<file path="config.mk">
export PLATFORM = sky130hd
export DESIGN_NAME = sum_bcd_display_flat
export DESIGN_NICKNAME = d
export VERILOG_FILES = /design/src/rtl/sum_bcd_display_pkg.sv /design/src/rtl/sum_bcd_display_if.sv /design/src/rtl/sum_bcd_display_bcd_to_sevenseg.sv /design/src/rtl/sum_bcd_display.sv /design/src/flat_wrapper.sv
export SDC_FILE = /design/constraint.sdc
export NUM_CORES = 1
export LEC_CHECK = 0
export CAP_MARGIN = 20
export CORE_MARGIN = 1.5
export CORE_UTILIZATION = 59
export DETAILED_ROUTE_END_ITERATION = 6
export PLACE_DENSITY = 0.92
export SKIP_LAST_GASP = 1
export SLEW_MARGIN = 20
export SYNTH_ARGS = -nofsm -noshare
export SYNTH_HDL_FRONTEND = slang
export SYNTH_SLANG_ARGS = --single-unit
</file>
<file path="constraint.sdc">
create_clock -name Clk -period 4.15 [get_ports Clk]
set_clock_uncertainty 0.15 [all_clocks]
set_input_delay 0.415 -clock Clk [delete_from_list [all_inputs] [get_ports Clk]]
set_output_delay 0.415 -clock Clk [all_outputs]
set_load 0.02 [all_outputs]
</file>
<file path="src/rtl/sum_bcd_display_pkg.sv">
// Shared types, segment codes and the double-dabble nibble correction for sum_bcd_display.
package sum_display_pkg;

  typedef enum logic [1:0] {StIdle, StShift, StDone} state_e;

  // Active-low segment codes, bit order {g,f,e,d,c,b,a}
  localparam logic [6:0] SEG_BLANK = 7'h7F;
  localparam logic [6:0] SEG_0     = 7'h40;
  localparam logic [6:0] SEG_1     = 7'h79;
  localparam logic [6:0] SEG_2     = 7'h24;
  localparam logic [6:0] SEG_3     = 7'h30;
  localparam logic [6:0] SEG_4     = 7'h19;
  localparam logic [6:0] SEG_5     = 7'h12;
  localparam logic [6:0] SEG_6     = 7'h02;
  localparam logic [6:0] SEG_7     = 7'h78;
  localparam logic [6:0] SEG_8     = 7'h00;
  localparam logic [6:0] SEG_9     = 7'h10;

  function automatic logic [3:0] add3_nibble(input logic [3:0] nib);
    return (nib >= 4'd5) ? nib + 4'd3 : nib;
  endfunction

endpackage

</file>
<file path="src/rtl/sum_bcd_display_if.sv">
// Conversion request/result bundle between the adder datapath, this block and the HEX pins.
interface sum_bcd_display_if #(
  parameter int unsigned WIDTH = 17,
  parameter int unsigned NDIG  = 6
);
  logic                  Start;
  logic [WIDTH-1:0]      S;
  logic                  Busy;
  logic                  Done;
  logic [4*NDIG-1:0]     Digits;
  logic [6:0]            HEX0, HEX1, HEX2, HEX3, HEX4, HEX5;

  modport master (
    output Start, S,
    input  Busy, Done, Digits, HEX0, HEX1, HEX2, HEX3, HEX4, HEX5
  );

  modport slave (
    input  Start, S,
    output Busy, Done, Digits, HEX0, HEX1, HEX2, HEX3, HEX4, HEX5
  );
endinterface

</file>
<file path="src/rtl/sum_bcd_display_bcd_to_sevenseg.sv">
// Combinational BCD digit to active-low 7-segment decoder; non-decimal codes go dark.
module bcd_to_sevenseg
  import sum_display_pkg::*;
(
  input  logic [3:0] bcd,
  output logic [6:0] seg
);

  always_comb begin
    seg = SEG_BLANK;
    case (bcd)
      4'd0:    seg = SEG_0;
      4'd1:    seg = SEG_1;
      4'd2:    seg = SEG_2;
      4'd3:    seg = SEG_3;
      4'd4:    seg = SEG_4;
      4'd5:    seg = SEG_5;
      4'd6:    seg = SEG_6;
      4'd7:    seg = SEG_7;
      4'd8:    seg = SEG_8;
      4'd9:    seg = SEG_9;
      default: seg = SEG_BLANK;
    endcase
  end

endmodule

</file>
<file path="src/rtl/sum_bcd_display.sv">
// Binary-to-BCD (shift-add-3) converter driving six active-low 7-segment displays.
module sum_bcd_display
  import sum_display_pkg::*;
#(
  parameter int unsigned WIDTH    = 17,
  parameter int unsigned NDIG     = 6,
  parameter bit          BLANK_LZ = 1'b1
) (
  input logic             Clk,
  input logic             Reset_Clear,
  sum_bcd_display_if.slave bus
);

  localparam int unsigned CntW = $clog2(WIDTH);
  localparam int unsigned BcdW = 4 * NDIG;

  state_e            state_q;
  logic [CntW-1:0]   cnt_q;
  logic [WIDTH-1:0]  bin_q;
  logic [BcdW-1:0]   bcd_q;
  logic [BcdW-1:0]   bcd_adj;
  logic              busy_q;
  logic              done_q;
  logic [BcdW-1:0]   digits_q;
  logic [6:0]        hex_q   [NDIG];
  logic [6:0]        hex_d   [NDIG];
  logic [6:0]        seg_raw [NDIG];
  logic [NDIG-1:0]   upper_nz;

  always_comb begin
    bcd_adj = '0;
    for (int i = 0; i < int'(NDIG); i++) begin
      bcd_adj[4*i +: 4] = add3_nibble(bcd_q[4*i +: 4]);
    end
  end

  for (genvar g = 0; g < int'(NDIG); g++) begin : g_seg
    bcd_to_sevenseg u_seg (
      .bcd (bcd_q[4*g +: 4]),
      .seg (seg_raw[g])
    );
  end

  // upper_nz[n] is set when any digit n..NDIG-1 is non-zero
  always_comb begin
    logic nz;
    nz       = 1'b0;
    upper_nz = '0;
    for (int i = int'(NDIG) - 1; i >= 0; i--) begin
      nz          = nz | (|bcd_q[4*i +: 4]);
      upper_nz[i] = nz;
    end
    for (int i = 0; i < int'(NDIG); i++) begin
      hex_d[i] = (BLANK_LZ && (i != 0) && !upper_nz[i]) ? SEG_BLANK : seg_raw[i];
    end
  end

  always_ff @(posedge Clk or negedge Reset_Clear) begin
    if (!Reset_Clear) begin
      state_q  <= StIdle;
      cnt_q    <= '0;
      bin_q    <= '0;
      bcd_q    <= '0;
      busy_q   <= 1'b0;
      done_q   <= 1'b0;
      digits_q <= '0;
      for (int i = 0; i < int'(NDIG); i++) begin
        hex_q[i] <= (BLANK_LZ && (i != 0)) ? SEG_BLANK : SEG_0;
      end
    end else begin
      done_q <= 1'b0;
      unique case (state_q)
        StIdle: begin
          if (bus.Start) begin
            state_q <= StShift;
            bin_q   <= bus.S;
            bcd_q   <= '0;
            cnt_q   <= '0;
            busy_q  <= 1'b1;
          end
        end
        StShift: begin
          {bcd_q, bin_q} <= {bcd_adj[BcdW-2:0], bin_q, 1'b0};
          cnt_q          <= cnt_q + CntW'(1);
          if (cnt_q == CntW'(WIDTH - 1)) state_q <= StDone;
        end
        StDone: begin
          digits_q <= bcd_q;
          hex_q    <= hex_d;
          done_q   <= 1'b1;
          busy_q   <= 1'b0;
          state_q  <= StIdle;
        end
        default: state_q <= StIdle;
      endcase
    end
  end

  assign bus.Busy   = busy_q;
  assign bus.Done   = done_q;
  assign bus.Digits = digits_q;
  assign bus.HEX0   = hex_q[0];
  assign bus.HEX1   = hex_q[1];
  assign bus.HEX2   = hex_q[2];
  assign bus.HEX3   = hex_q[3];
  assign bus.HEX4   = hex_q[4];
  assign bus.HEX5   = hex_q[5];

endmodule
</file>
<file path="src/flat_wrapper.sv">
// flat-port wrapper written by rule: the top's interface ports become plain ports
module sum_bcd_display_flat import sum_display_pkg::*;
#(
  parameter int unsigned WIDTH    = 17,
  parameter int unsigned NDIG     = 6,
  parameter bit          BLANK_LZ = 1'b1
)
  (Clk, Reset_Clear, bus_Start, bus_S, bus_Busy, bus_Done, bus_Digits, bus_HEX0, bus_HEX1, bus_HEX2, bus_HEX3, bus_HEX4, bus_HEX5);
  sum_bcd_display_if #(.WIDTH(WIDTH), .NDIG(NDIG)) bus_i ();
  input logic Clk;
  input logic Reset_Clear;
  input wire logic [$bits(bus_i.Start)-1:0] bus_Start;
  input wire logic [$bits(bus_i.S)-1:0] bus_S;
  output wire logic [$bits(bus_i.Busy)-1:0] bus_Busy;
  output wire logic [$bits(bus_i.Done)-1:0] bus_Done;
  output wire logic [$bits(bus_i.Digits)-1:0] bus_Digits;
  output wire logic [$bits(bus_i.HEX0)-1:0] bus_HEX0;
  output wire logic [$bits(bus_i.HEX1)-1:0] bus_HEX1;
  output wire logic [$bits(bus_i.HEX2)-1:0] bus_HEX2;
  output wire logic [$bits(bus_i.HEX3)-1:0] bus_HEX3;
  output wire logic [$bits(bus_i.HEX4)-1:0] bus_HEX4;
  output wire logic [$bits(bus_i.HEX5)-1:0] bus_HEX5;
  assign bus_i.Start = bus_Start;
  assign bus_i.S = bus_S;
  assign bus_Busy = bus_i.Busy;
  assign bus_Done = bus_i.Done;
  assign bus_Digits = bus_i.Digits;
  assign bus_HEX0 = bus_i.HEX0;
  assign bus_HEX1 = bus_i.HEX1;
  assign bus_HEX2 = bus_i.HEX2;
  assign bus_HEX3 = bus_i.HEX3;
  assign bus_HEX4 = bus_i.HEX4;
  assign bus_HEX5 = bus_i.HEX5;
  sum_bcd_display #(.WIDTH(WIDTH), .NDIG(NDIG), .BLANK_LZ(BLANK_LZ)) u_core (.Clk(Clk), .Reset_Clear(Reset_Clear), .bus(bus_i));
endmodule
</file>
======== Yosys cells after proc, flatten, opt, wreduce, memory -nomap -nowiden ========
Memory sizes are Yosys's and may differ from the RTL's. A register that Yosys moved wholly into a read port is not among the register bits.
Index checks and enable logic that the tools add are counted.
cells by class
  bitwise gates (word level) .............. 4
  eq/ne operators ......................... 5
  muxes and demuxes ....................... 23
  order comparisons ....................... 6
  $add $sub $neg .......................... 7
  reduce and logical (&&, ||, !) cells .... 12
operators by type and width
  operator               count
  $pmux W24 S2           1
  $mux W7                5
  $pmux W17 S2           1
  $ge A4 B3 Y1 const B   6
  $mux W24               1
  $add A4 B2 Y4 const B  5
  $mux W4                5
  $reduce_or A4 Y1       5
  $mux W17               1
  $pmux W5 S2            1
  $reduce_and A2 Y1      3
  $add A5 B1 Y5 const B  1
  $eq A5 B5 Y1 const B   1
  $mux W5                1
  $mux W2                2
  $or A1 B1 Y1           4
  $pmux W2 S2            1
  $reduce_bool A2 Y1     2
  $add A3 B2 Y3 const B  1
  $mux W3                1
  $eq A2 B1 Y1 const B   1
  $eq A2 B2 Y1 const B   1
  $logic_not A2 Y1       1
  $mux W1                2
  4 further kinds        4
word-level totals
  output and inout bits ................... 68
  memory bits (read-only) ................. 672
  logic and storage cells ................. 75
  input bits .............................. 20
  memories kept ........................... 6
  register bits ........................... 109
memory list
  memory           words  width  rd ports  clocked after memory_dff  write ports  line                                   RTL
  (no name shown)  16     7      1         1                         0            sum_bcd_display_bcd_to_sevenseg.sv:11  case (bcd)
  (no name shown)  16     7      1         0                         0            sum_bcd_display_bcd_to_sevenseg.sv:11
  (no name shown)  16     7      1         0                         0            sum_bcd_display_bcd_to_sevenseg.sv:11
  (no name shown)  16     7      1         0                         0            sum_bcd_display_bcd_to_sevenseg.sv:11
  (no name shown)  16     7      1         0                         0            sum_bcd_display_bcd_to_sevenseg.sv:11
  (no name shown)  16     7      1         0                         0            sum_bcd_display_bcd_to_sevenseg.sv:11

======== Depth between registers and ports, before layout ========
  depth after elaboration ................. 6
  mapped depth ............................ 7
  depth with buffers taken out ............ 6

======== By module ========
From an unflattened synthesis, not the netlist that was laid out.
unflattened totals
  cell total of the unflattened synthesis .. 703
  area total of the unflattened synthesis .. 6337.3 um2
by module, submodules not included
  module                                       area each (um2)  times used  seq. area each (um2)  cells an instance
  sum_bcd_display                              5086.1           1           2947.8                507
  bcd_to_sevenseg (u_core.g_seg[1].u_seg ...)  210.2            5           0.0                   33
  bcd_to_sevenseg (u_core.g_seg[0].u_seg)      200.2            1           0.0                   31

======== Least setup slack after synthesis ========
No wires, ideal clock.
  path type ............................... register to register
  start ................................... register u_core.bcd_q[22]
  end ..................................... register u_core.bcd_q[23]
  period minus slack after synthesis ...... 1.893 ns
  buffers on the path ..................... 1
  cell stages (with the launch flop) ...... 7
  setup time .............................. 0.121 ns
  slack ................................... 2.257 ns
  data required time ...................... 3.879 ns
  arrival time ............................ 1.622 ns
  cells stage by stage .................... dfrtp_1 clkbuf_1 clkinv_1 ha_1 o21bai_1 a22o_1 a22o_1
between the ends
  longest elaborated chain between the ends .. 3
  elaborated cells on any way between the ends .. 4
  those cells by class .................... add/sub: 1; order compare: 1; mux: 2
RTL lines
  element                                               line                       RTL
  start, declared                                       sum_bcd_display.sv:20      logic [BcdW-1:0] bcd_q;
  start signal, assigned                                sum_bcd_display.sv:83      {bcd_q, bin_q} <= {bcd_adj[BcdW-2:0], bin_q, 1'b0};
  $ge A4 B3 Y1 / $add A3 B2 Y3 (equally long branches)  sum_bcd_display_pkg.sv:20  return (nib >= 4'd5) ? nib + 4'd3 : nib;
  $mux W3 (*)                                           sum_bcd_display_pkg.sv:20
  $pmux W24 S2 (*)                                      sum_bcd_display.sv:72      unique case (state_q)
Every way passes the cells marked *; elsewhere a longest branch is shown, timed or not.
A chain may end at the register's enable or synchronous reset.

======== Worst setup path after layout ========
  start ................................... register u_core.bcd_q[19]
  end ..................................... register u_core.hex_q, in the netlist u_core.bus.HEX2[3]
between the ends
  longest elaborated chain between the ends .. 5
RTL lines
  element                        line                   RTL
  $reduce_or A4 Y1               sum_bcd_display.sv:50  nz = nz | (|bcd_q[4*i +: 4]);
  $or A1 B1 Y1 (3 in a row)      sum_bcd_display.sv:50
  $mux W7                        sum_bcd_display.sv:54  hex_d[i] = (BLANK_LZ && (i != 0) && !upper_nz[i]) ? SEG_BLANK : seg_raw[i];
  end signal, assigned by index  sum_bcd_display.sv:68  hex_q[i] <= (BLANK_LZ && (i != 0)) ? SEG_BLANK : SEG_0;
  end, declared                  sum_bcd_display.sv:25  logic [6:0] hex_q [NDIG];
No other way between the ends.

==> reports/qor.yml <==
status: "completed"
die_w_um: 103
io_pins: 88
start_kind: "flop"
synth_commonest_cells: "nand2_1, dfrtp_1, o21ai_0"
drv_cap: 0
setup_viol: 0
h-tree-depth: 4
firstDrtPassIters: 5
critPathRequiredTime_ps: 4470
cts_tree: "done"
ys_types: 46
slew_violations: 0
hold_violations: 0
grt_max_degree: 68
rsz0062_at_grt: "false"
tightest_slew_ps: 838
period_minus_slack_ps: 2310
dp_slack_ps: 1380
max_freq_mhz: 434
worstHoldPathType: "flop to flop"
n_antenna_cell: 0
yosys.area.top_type: "dfrtp_1"
power-per-cell-area_nw_per_um2: 968
detail-route-antenna-nets: 0
syn-num-nets: 682
grt_remaining_overflow: 0
routed_via_density: 6.04
path_max_fanout: 15
syn_inst: 624
netlist_area_um2: 5920
cts.clk_slew.worst_paths_ps: 50
drt_first_iter_violations: 427
die_h_um: 103
synthArstFlopShare: 1.00
dpl.hpwl_mm: 9.21
layout_setup_ws_ps: 1840
ys.flop_type: "dfrtp_1"
clk_latency_ps: 540
syn-mean-instance-area_um2: 9.49
synth-seq-cells: 116
final_core_util: 0.761
start_util: 0.606
synth_top_area_frac: 0.338
maxSlewHeadroom: 0.442
place_congestion: 0.857
wl_mm: 15.0
wire_per_inst_um: 17.7
nets: 757
peakVddDrop_mv: 0.382
via_count: 5098
cp-end-kind: "flop"
grt_util_all_layers: 0.294
drive_gt1_frac: 0.120
numCtsBuffers: 17
antenna_found_initial: 0
area_growth_pct: 25.6
floorplan.core_area_um2: 9770
grt_pass1_wl_mm: 23.6
yosys-top-cells-area: "dfrtp_1, dfstp_2, ha_1"
worst-setup-path-type: "flop to flop"
seq_area_frac_synth: 0.498
arrival_ps: 2630
timing.setup.tns_ps: 0
drc: 0
synth-edff-count: 0
cts_sinks: 116
timing.final.crit_share: 0.556
dieArea_um2: 10600
cts-root-buf: "clkbuf_8"
grt_pass1_vias: 4793
p_leak_uw: 0.00328
cts_resized: 0
whs_ps: 322
port_buffers: 87
row_count: 36
yosysMostFrequentCell: "nand2_1"
ys_warn_count: 0
clk_path_buf_depth: 2
## area by class of cell
cell class	instances	area, um^2
flip-flops and latches	116	2950
multi-input cells	441	2740
fillers	605	2340
repair buffers	95	931
clock buffers	25	464
well taps	133	166
inverters	28	105
clock inverters	6	80.1
## logic make-up (layout without fill, tap and decap cells)
kind of cell / after synthesis / count (layout) / synth area share
xor+xnor: 8 / 8 / 0.0118
mux: 13 / 13 / 0.0226
flops: 116 / 116 / 0.498
simple gates: 202 / 202 / 0.160
fa+ha+maj: 38 / 38 / 0.0803
buf+inv: 67 / 154 / 0.0427
compound gates: 180 / 180 / 0.185
## path summary, 6_finish.rpt
kind | endpoint | depth (start not counted) | from | slack [ps]
worst max-delay path | u_core.bus.HEX2[3] | 4 | u_core.bcd_q[19] | 1840
worst min-delay path | u_core.bus.Digits[19] | 2 | u_core.bus.Digits[19] | 320
worst max register to register | u_core.bus.HEX2[3] | 4 | u_core.bcd_q[19] | 1840
worst min register to register | u_core.bus.Digits[19] | 2 | u_core.bus.Digits[19] | 320
max in group asynchronous | u_core.bcd_q[17] | 3 | Reset_Clear | 2840
min in group asynchronous | u_core.bus.HEX0[0] | 3 | Reset_Clear | 360
## cell usage in the layout, fill, tap and decap left out, drive strengths merged, types with 2 or more instances in the layout
cell type / netlist / layout
nand2: 103 / 103
clkdlybuf4s50: 0 / 86
dfrtp: 80 / 80
o21ai: 76 / 76
a21oi: 39 / 39
ha: 38 / 38
dfstp: 36 / 36
nor2: 33 / 33
inv: 27 / 27
clkbuf: 32 / 25
o22a: 18 / 18
a22oi: 16 / 16
nand3: 15 / 15
nor3: 11 / 11
mux2i: 10 / 10
nand2b: 9 / 9
xnor2: 8 / 8
buf: 7 / 8
nor3b: 7 / 7
nor2b: 6 / 6
clkinv: 1 / 5
a31oi: 4 / 4
a22o: 4 / 4
a211oi: 3 / 3
and2: 3 / 3
o21bai: 3 / 3
o22ai: 3 / 3
or3: 3 / 3
a21o: 3 / 3
a41oi: 3 / 3
mux2: 3 / 3
o31ai: 3 / 3
nand3b: 3 / 3
and3: 2 / 2
nand4: 2 / 2
o21ba: 2 / 2
bufinv: 0 / 2
or4: 2 / 2
nor4: 2 / 2
## power breakdown
part           leakage, uW  total, uW  internal (uW)  switching [uW]
combinational      0.00166       3400           1510            1900
clock             0.000270       1370            877             490
sequential         0.00136       2430           1820             610
total              0.00328       7200           4200            3000
## per-stage QoR
stage / total power (uW) / cell area, um^2 / std cells
2_1_floorplan: 4440 / 5920 / 624
3_3_place_gp: 5460 / 6880 / 812
3_5_place_dp: 5660 / 6880 / 812
4_1_cts: 7160 / 7430 / 844
5_1_grt: 7640 / 7440 / 844
6_report: 7200 / 7440 / 844
## metal layers
metal  share of wire  GRT usage  wire length [um]  vias up
li1                -          -                 -     2313
met5               0          0                 0        -
met3           0.069     0.0719              1030       41
met2            0.51      0.486              7600      278
met1            0.40      0.372              5950     2466
met4           0.026      0.123               396        0
## repair_timing
action                    in CTS  in global routing
hold endpoints to repair      80                  0
buffers inserted               0                  0
hold buffers                   1                  0
## state kept, by name (all words and copies together), names as in the netlist, 2 cells and up
name               count
u_core.bus.HEX3        7
u_core.bin_q          17
u_core.state_q         2
u_core.bus.HEX0        7
u_core.bus.Digits     24
u_core.cnt_q           5
u_core.bus.HEX2        7
u_core.bus.HEX5        7
u_core.bus.HEX4        7
u_core.bcd_q          24
u_core.bus.HEX1        7
## critical path: stages, from the launching register on
cell      delay (ps)
dfrtp_1          540
or4_4            630
nor4_4           480
nand3b_4         270
o22a_1           180
(Power assumes the default switching activity.)
